<file path="src/rtl/rep_umul_pkg.sv">
// Shared types and sizing helpers for the repeat-based unary multiplier.
package rep_umul_pkg;

  typedef enum logic [1:0] {StIdle, StRun, StDone} umulStateT;

  typedef enum logic {ModeUnipolar, ModeBipolar} umulModeT;

  // Counters must hold the full-scale value 2^winLog, hence one extra bit.
  function automatic int unsigned cntWidth(input int unsigned winLog);
    return winLog + 1;
  endfunction

endpackage

</file>
<file path="src/rtl/sobolrng.sv">
// One-dimensional Sobol sequence generator (Gray-code ordering, bit-reversed directions).
// Any 2^BITWIDTH consecutive outputs from a cleared state form a permutation of 0..2^BITWIDTH-1.
module sobolrng #(
  parameter int unsigned BITWIDTH = 8
) (
  input  logic                iClk,
  input  logic                iRstN,
  input  logic                iEn,
  input  logic                iClr,
  output logic [BITWIDTH-1:0] sobolseq
);

  logic [BITWIDTH-1:0] cntQ;
  logic [BITWIDTH-1:0] dirVec;

  // Direction vector selected by the lowest zero bit of the step counter.
  // An all-ones counter selects the LSB so the sequence wraps back to zero.
  always_comb begin
    dirVec = '0;
    dirVec[0] = 1'b1;
    for (int i = int'(BITWIDTH) - 1; i >= 0; i--) begin
      if (!cntQ[i]) begin
        dirVec = '0;
        dirVec[BITWIDTH-1-i] = 1'b1;
      end
    end
  end

  // Step counter and sequence register; clear has priority over enable.
  always_ff @(posedge iClk or negedge iRstN) begin
    if (!iRstN) begin
      cntQ     <= '0;
      sobolseq <= '0;
    end else if (iClr) begin
      cntQ     <= '0;
      sobolseq <= '0;
    end else if (iEn) begin
      cntQ     <= cntQ + 1'b1;
      sobolseq <= sobolseq ^ dirVec;
    end
  end

endmodule

</file>
<file path="src/rtl/rep_umul_nch.sv">
// NCH-channel repeat-based unary multiplier with a shared counting window.
// Each channel compares its B register against a private Sobol stream and counts product ones
// over 2^WINLOG samples; the count is published with a one-cycle oValid pulse.
module rep_umul_nch
  import rep_umul_pkg::*;
#(
  parameter int unsigned BITWIDTH = 8,
  parameter int unsigned NCH      = 4,
  parameter int unsigned WINLOG   = 8
) (
  input  logic                      iClk,
  input  logic                      iRstN,
  input  logic                      iClr,
  input  logic                      iStart,
  input  logic                      iBipolar,
  input  logic [NCH-1:0]            A,
  input  logic [NCH*BITWIDTH-1:0]   B,
  input  logic [NCH-1:0]            loadB,
  output logic [NCH-1:0]            oB,
  output logic [NCH-1:0]            mult,
  output logic [NCH*(WINLOG+1)-1:0] oCnt,
  output logic                      oValid,
  output logic                      oBusy
);

  localparam int unsigned CntW = cntWidth(WINLOG);
  localparam logic [CntW-1:0] WinLast = CntW'((1 << WINLOG) - 1);

  umulStateT             stateQ, stateD;
  umulModeT              modeQ;
  logic [CntW-1:0]       winQ;
  logic [CntW-1:0]       accQ  [NCH];
  logic [BITWIDTH-1:0]   bRegQ [NCH];
  logic [BITWIDTH-1:0]   seq   [NCH];
  logic [NCH*CntW-1:0]   cntQ;
  logic                  validQ;
  logic [NCH-1:0]        rngEn;
  logic                  startAcc;
  logic                  rngClr;

  assign startAcc = (stateQ == StIdle) && iStart && !iClr;
  assign rngClr   = iClr || startAcc;
  assign oBusy    = (stateQ == StRun);
  assign oValid   = validQ;
  assign oCnt     = cntQ;

  // Per-channel comparator, product gate and RNG enable.
  always_comb begin
    oB    = '0;
    mult  = '0;
    rngEn = '0;
    for (int i = 0; i < int'(NCH); i++) begin
      oB[i]    = (bRegQ[i] > seq[i]);
      mult[i]  = (modeQ == ModeBipolar) ? ~(A[i] ^ oB[i]) : (A[i] & oB[i]);
      rngEn[i] = (stateQ == StRun) && ((modeQ == ModeBipolar) || A[i]);
    end
  end

  // Next-state logic; iClr overrides every transition.
  always_comb begin
    stateD = stateQ;
    unique case (stateQ)
      StIdle:  if (iStart) stateD = StRun;
      StRun:   if (winQ == WinLast) stateD = StDone;
      StDone:  stateD = StIdle;
      default: stateD = StIdle;
    endcase
    if (iClr) stateD = StIdle;
  end

  // State register.
  always_ff @(posedge iClk or negedge iRstN) begin
    if (!iRstN) stateQ <= StIdle;
    else        stateQ <= stateD;
  end

  // Window counter, accumulators, mode latch and published count.
  always_ff @(posedge iClk or negedge iRstN) begin
    if (!iRstN) begin
      modeQ  <= ModeUnipolar;
      winQ   <= '0;
      cntQ   <= '0;
      validQ <= 1'b0;
      for (int i = 0; i < int'(NCH); i++) accQ[i] <= '0;
    end else if (iClr) begin
      winQ   <= '0;
      validQ <= 1'b0;
      for (int i = 0; i < int'(NCH); i++) accQ[i] <= '0;
    end else begin
      validQ <= 1'b0;
      unique case (stateQ)
        StIdle: begin
          if (iStart) begin
            modeQ <= iBipolar ? ModeBipolar : ModeUnipolar;
            winQ  <= '0;
            for (int i = 0; i < int'(NCH); i++) accQ[i] <= '0;
          end
        end
        StRun: begin
          winQ <= winQ + 1'b1;
          for (int i = 0; i < int'(NCH); i++) accQ[i] <= accQ[i] + CntW'(mult[i]);
        end
        StDone: begin
          validQ <= 1'b1;
          for (int i = 0; i < int'(NCH); i++) cntQ[i*CntW +: CntW] <= accQ[i];
        end
        default: ;
      endcase
    end
  end

  // Operand registers; frozen while a window is running and kept across iClr.
  always_ff @(posedge iClk or negedge iRstN) begin
    if (!iRstN) begin
      for (int i = 0; i < int'(NCH); i++) bRegQ[i] <= '0;
    end else begin
      for (int i = 0; i < int'(NCH); i++) begin
        if (loadB[i] && (stateQ != StRun)) bRegQ[i] <= B[i*BITWIDTH +: BITWIDTH];
      end
    end
  end

  for (genvar i = 0; i < int'(NCH); i++) begin : genCh
    sobolrng #(
      .BITWIDTH (BITWIDTH)
    ) uRng (
      .iClk     (iClk),
      .iRstN    (iRstN),
      .iEn      (rngEn[i]),
      .iClr     (rngClr),
      .sobolseq (seq[i])
    );
  end

endmodule

</file>
<file path="config.mk">
export PLATFORM = sky130hd
export DESIGN_NAME = rep_umul_nch
export DESIGN_NICKNAME = d
export VERILOG_FILES = /design/src/rtl/rep_umul_pkg.sv /design/src/rtl/sobolrng.sv /design/src/rtl/rep_umul_nch.sv
export SDC_FILE = /design/constraint.sdc
export NUM_CORES = 1
export LEC_CHECK = 0
export BUFFER_PORTS_ARGS = -buffer_cell sky130_fd_sc_hd__buf_4
export CAP_MARGIN = 20
export CORE_MARGIN = 1.5
export CORE_UTILIZATION = 31
export DETAILED_ROUTE_END_ITERATION = 10
export GPL_TIMING_DRIVEN = 0
export HOLD_SLACK_MARGIN = 0.1
export PLACE_DENSITY = 0.57
export SYNTH_ARGS = -nofsm -noshare
export SYNTH_HDL_FRONTEND = slang
export SYNTH_SLANG_ARGS = --single-unit
</file>
<file path="constraint.sdc">
create_clock -name iClk -period 5 [get_ports iClk]
set_input_delay 0.5 -clock iClk [delete_from_list [all_inputs] [get_ports iClk]]
set_output_delay 0.5 -clock iClk [all_outputs]
set_load 0.05 [all_outputs]
</file>
==> run_results.csv <==
group,metric,value,unit
setup_path,timing.setup.critical_path_class,"reg2out",
timing,fin_skew,0.0146,ns
logic_synthesis,syn_area_per_cell,10.9,um^2
cells_and_area,drive_above_1_share,23.3,%
timing,unrepaired_setup_endpoints_after_global_routing,"no",
clocking,cts_sinks,177,
hold_path,hold_path_class,"in2reg",
die,die_height,172,um
logic_synthesis,ys_ff_latch,177,
status,status,"complete, no violations",
routing,drt-wirelength-per-cell,15.9,um
placed_design,finalWeightedCongestion,0.776,
grt,maximum_number_of_pins_on_one_net_before_global_route_repair,120,
routing,ant_nets,0,
timing,setup_tns,0,ns
pwr,cellPowerDensity,321,mW/mm^2
setup_path,cp_max_fo,3,
logic_synthesis,post_synth_num_cell_types,49,
grt,grt_pass1_wl,33600,um
clocking,clock-root-buffer,"sky130_fd_sc_hd__clkbuf_16",
cells_and_area,layout.nets,1024,
grt,use_met3,3.78,%
placed_design,dpl.cell_count,1283,
clocking,cts_tree,"yes",
logic_synthesis,synth.cell_area,0.00884,mm^2
cells_and_area,most_common_cell_after_layout_fill_and_taps_aside,"sky130_fd_sc_hd__dfrtp_1",
clocking,clock_tree.buffer_depth,2,
cells_and_area,final_cell_count_no_fill,1313,
clocking,clk-insertion-delay-late,0.43,ns
die,floorplan_core_area,0.0279,mm^2
timing,finalCriticalPeriod,3.46,ns
pwr,peakVddDrop,0.248,mV
cells_and_area,multiInputGateArea,0.00410,mm^2
routing,first_pass_detailed_route_iteration_total,4,
cells_and_area,area_taken_by_flip_flops_and_latches,0.00443,mm^2
logic_synthesis,synth_cells,814,
placed_design,place.port_buffers,90,
logic_synthesis,yosysSeqAreaShare,50.1,%
placed_design,placed_cell_area,0.0100,mm^2
die,initial_utilization,31.7,%
routing,postRouteWirelength,20900,um
cells_and_area,antenna_cells,0,
pwr,cellLeakagePower,4.78,nW
timing,timing.final.max_slew_violations,0,
die,design.portCount,91,
clocking,post-cts-setup-buffers,0,
routing,drtIter0Drc,317,
timing,timing.final.hold_violations,0,
setup_path,setup.reg_to_reg.worst_slack,1.66,ns
clocking,htreeDepth,4,
logic_synthesis,synth_enable_flop_cells,0,
timing,maxClockFrequency,0.289,GHz
grt,track_usage,14.9,%
timing,worst_pin_slew,0.817,ns
setup_path,cp_data_required_time,4.50,ns
setup_path,path_delay_family,"compound AO/OA/AOI/OAI gates",
logic_synthesis,synth.net_count,913,
clocking,cts.clk_slew.worst_paths,0.07,ns
setup_path,max_stage_delay,0.49,ns
cells_and_area,area.growth.synth_to_final,20.1,%
routing,vias,6383,
timing,slew-limit-headroom,45.5,%
die,floorplan.die.width,172,um
routing,route.detailed.drc,0,
clocking,cts_repair_resize_count,0,
grt,grt_util_met1,19.7,%
setup_path,critPathArrivalTime,2.96,ns
die,placement_rows,61,
clocking,inserted_clock_buffers,17,
cells_and_area,final_cell_mix,"177 x sky130_fd_sc_hd__dfrtp_1, 90 x sky130_fd_sc_hd__nor2_1, 90 x sky130_fd_sc_hd__buf_4",
setup_path,timing.critical_path.buf_inv,2,
setup_path,critical_path.cell_chain,"inv_1 -> ha_1 -> a21oi_1 -> o21ai_0 -> mux2i_1 -> a21oi_1 -> ha_1 -> mux2i_1 -> buf_4",
timing,final_min_period_over_clock_period,69.1,%
timing,setup_violations,0,
grt,global_route.usage.met2,24.5,%
logic_synthesis,ys_dominant_reg_cell,"sky130_fd_sc_hd__dfrtp_1",
logic_synthesis,async_sr_flop_fraction,100,%
grt,globalRouteOverflowTotal,0,
die,die-area,0.0296,mm^2
cells_and_area,fillCellCount,2809,
routing,routed_via_density,4.86,
placed_design,post-dp-hpwl,14700,um
run,drv.max_cap_violation_count,0,
setup_path,start_kind,"flop",
grt,antenna_violations_before_repair,0,
setup_path,critical_path.slowest_cell,"sky130_fd_sc_hd__mux2i_1",
logic_synthesis,ys_warn_count,0,
setup_path,critical_path.endpoint_type,"output port",
cells_and_area,stdcell_area,0.0106,mm^2
grt,busiest_layer,"met2",
grt,first_global_vias,6264,
==> report_power, final <==
group          total, mW  switching (mW)  internal, mW  leakage (nW)
clock               1.34           0.559         0.783         0.287
sequential          1.53          0.0437          1.49          2.39
combinational      0.540           0.344         0.196          2.10
total               3.41           0.947          2.47          4.78
==> through the flow <==
step / hold WS (ns) / setup WS, ns / utilization (%) / power [mW]
5_1_grt: 0.279 / 1.31 / 38.0 / 3.58
3_5_place_dp: 0.472 / 1.69 / 35.9 / 2.10
2_1_floorplan: 0.204 / 0.802 / - / 1.89
6_report: 0.296 / 1.54 / 38.0 / 3.41
3_3_place_gp: 0.466 / 1.70 / 35.8 / 2.09
4_1_cts: 0.280 / 1.51 / 38.0 / 3.46
==> metal layers <==
layer	wire [um]	share of wire, %
met5	0	0
met4	120	0.58
met3	1010	4.8
met2	10000	48
met1	9720	47
==> layout make-up <==
type / count / area share (%)
Buffer: 33 / 1.30
Tap cell: 378 / 4.45
Multi-Input combinational cell: 557 / 38.6
Clock buffer: 21 / 4.52
Clock inverter: 8 / 0.978
Timing Repair Buffer: 92 / 6.78
Sequential cell: 177 / 41.7
Inverter: 47 / 1.66
==> sequential cells by signal (all words and copies together) (netlist names) <==
register             cells
accQ                    36
oCnt                    36
bRegQ                   32
genCh.uRng.sobolseq     32
genCh.uRng.cntQ         28
winQ                     9
stateQ                   2
modeQ                    1
oValid                   1
==> what timing repair did <==
item | CTS | global route
endpoints found under the hold margin | 58 | 0
setup endpoints to repair | 0 | 0
hold buffers | 1 | 0
==> logic make-up after synthesis <==
| group | share of synthesized area (%) |
|---|---|
| AND/OR/NAND/NOR | 13.3 |
| AO/OA/AOI/OAI | 9.45 |
| XOR/XNOR | 5.74 |
| buffers and inverters | 3.55 |
| flip-flops | 50.1 |
| adder cells (fa/ha/maj) | 7.64 |
| multiplexers | 10.3 |
==> cell usage after synthesis (17+ instances only) <==
master	instances	share of area, %
sky130_fd_sc_hd__ha_1	54	7.6
sky130_fd_sc_hd__xnor2_1	21	2.1
sky130_fd_sc_hd__o21ai_0	43	2.4
sky130_fd_sc_hd__clkbuf_1	22	0.93
sky130_fd_sc_hd__nand2_1	30	1.3
sky130_fd_sc_hd__xor2_1	37	3.7
sky130_fd_sc_hd__nand3_1	17	0.96
sky130_fd_sc_hd__nand4_1	17	1.2
sky130_fd_sc_hd__nor2_1	90	3.8
sky130_fd_sc_hd__mux2_2	73	9.3
sky130_fd_sc_hd__a21oi_1	35	2.0
sky130_fd_sc_hd__inv_1	47	2.0
sky130_fd_sc_hd__dfrtp_1	177	50
==> path summary, 6_finish.rpt <==
kind,from,endpoint,cells past startpoint
worst max-delay path,genCh[1].uRng.sobolseq[5],mult[1],9
worst min-delay path,B[13],bRegQ[21],2
worst max register to register,genCh[0].uRng.sobolseq[7],accQ[31],13
worst min register to register,winQ[8],winQ[8],2
max in group asynchronous,iRstN,accQ[0],3
min in group asynchronous,iRstN,bRegQ[4],2
Power figures use the tool's default switching activity.
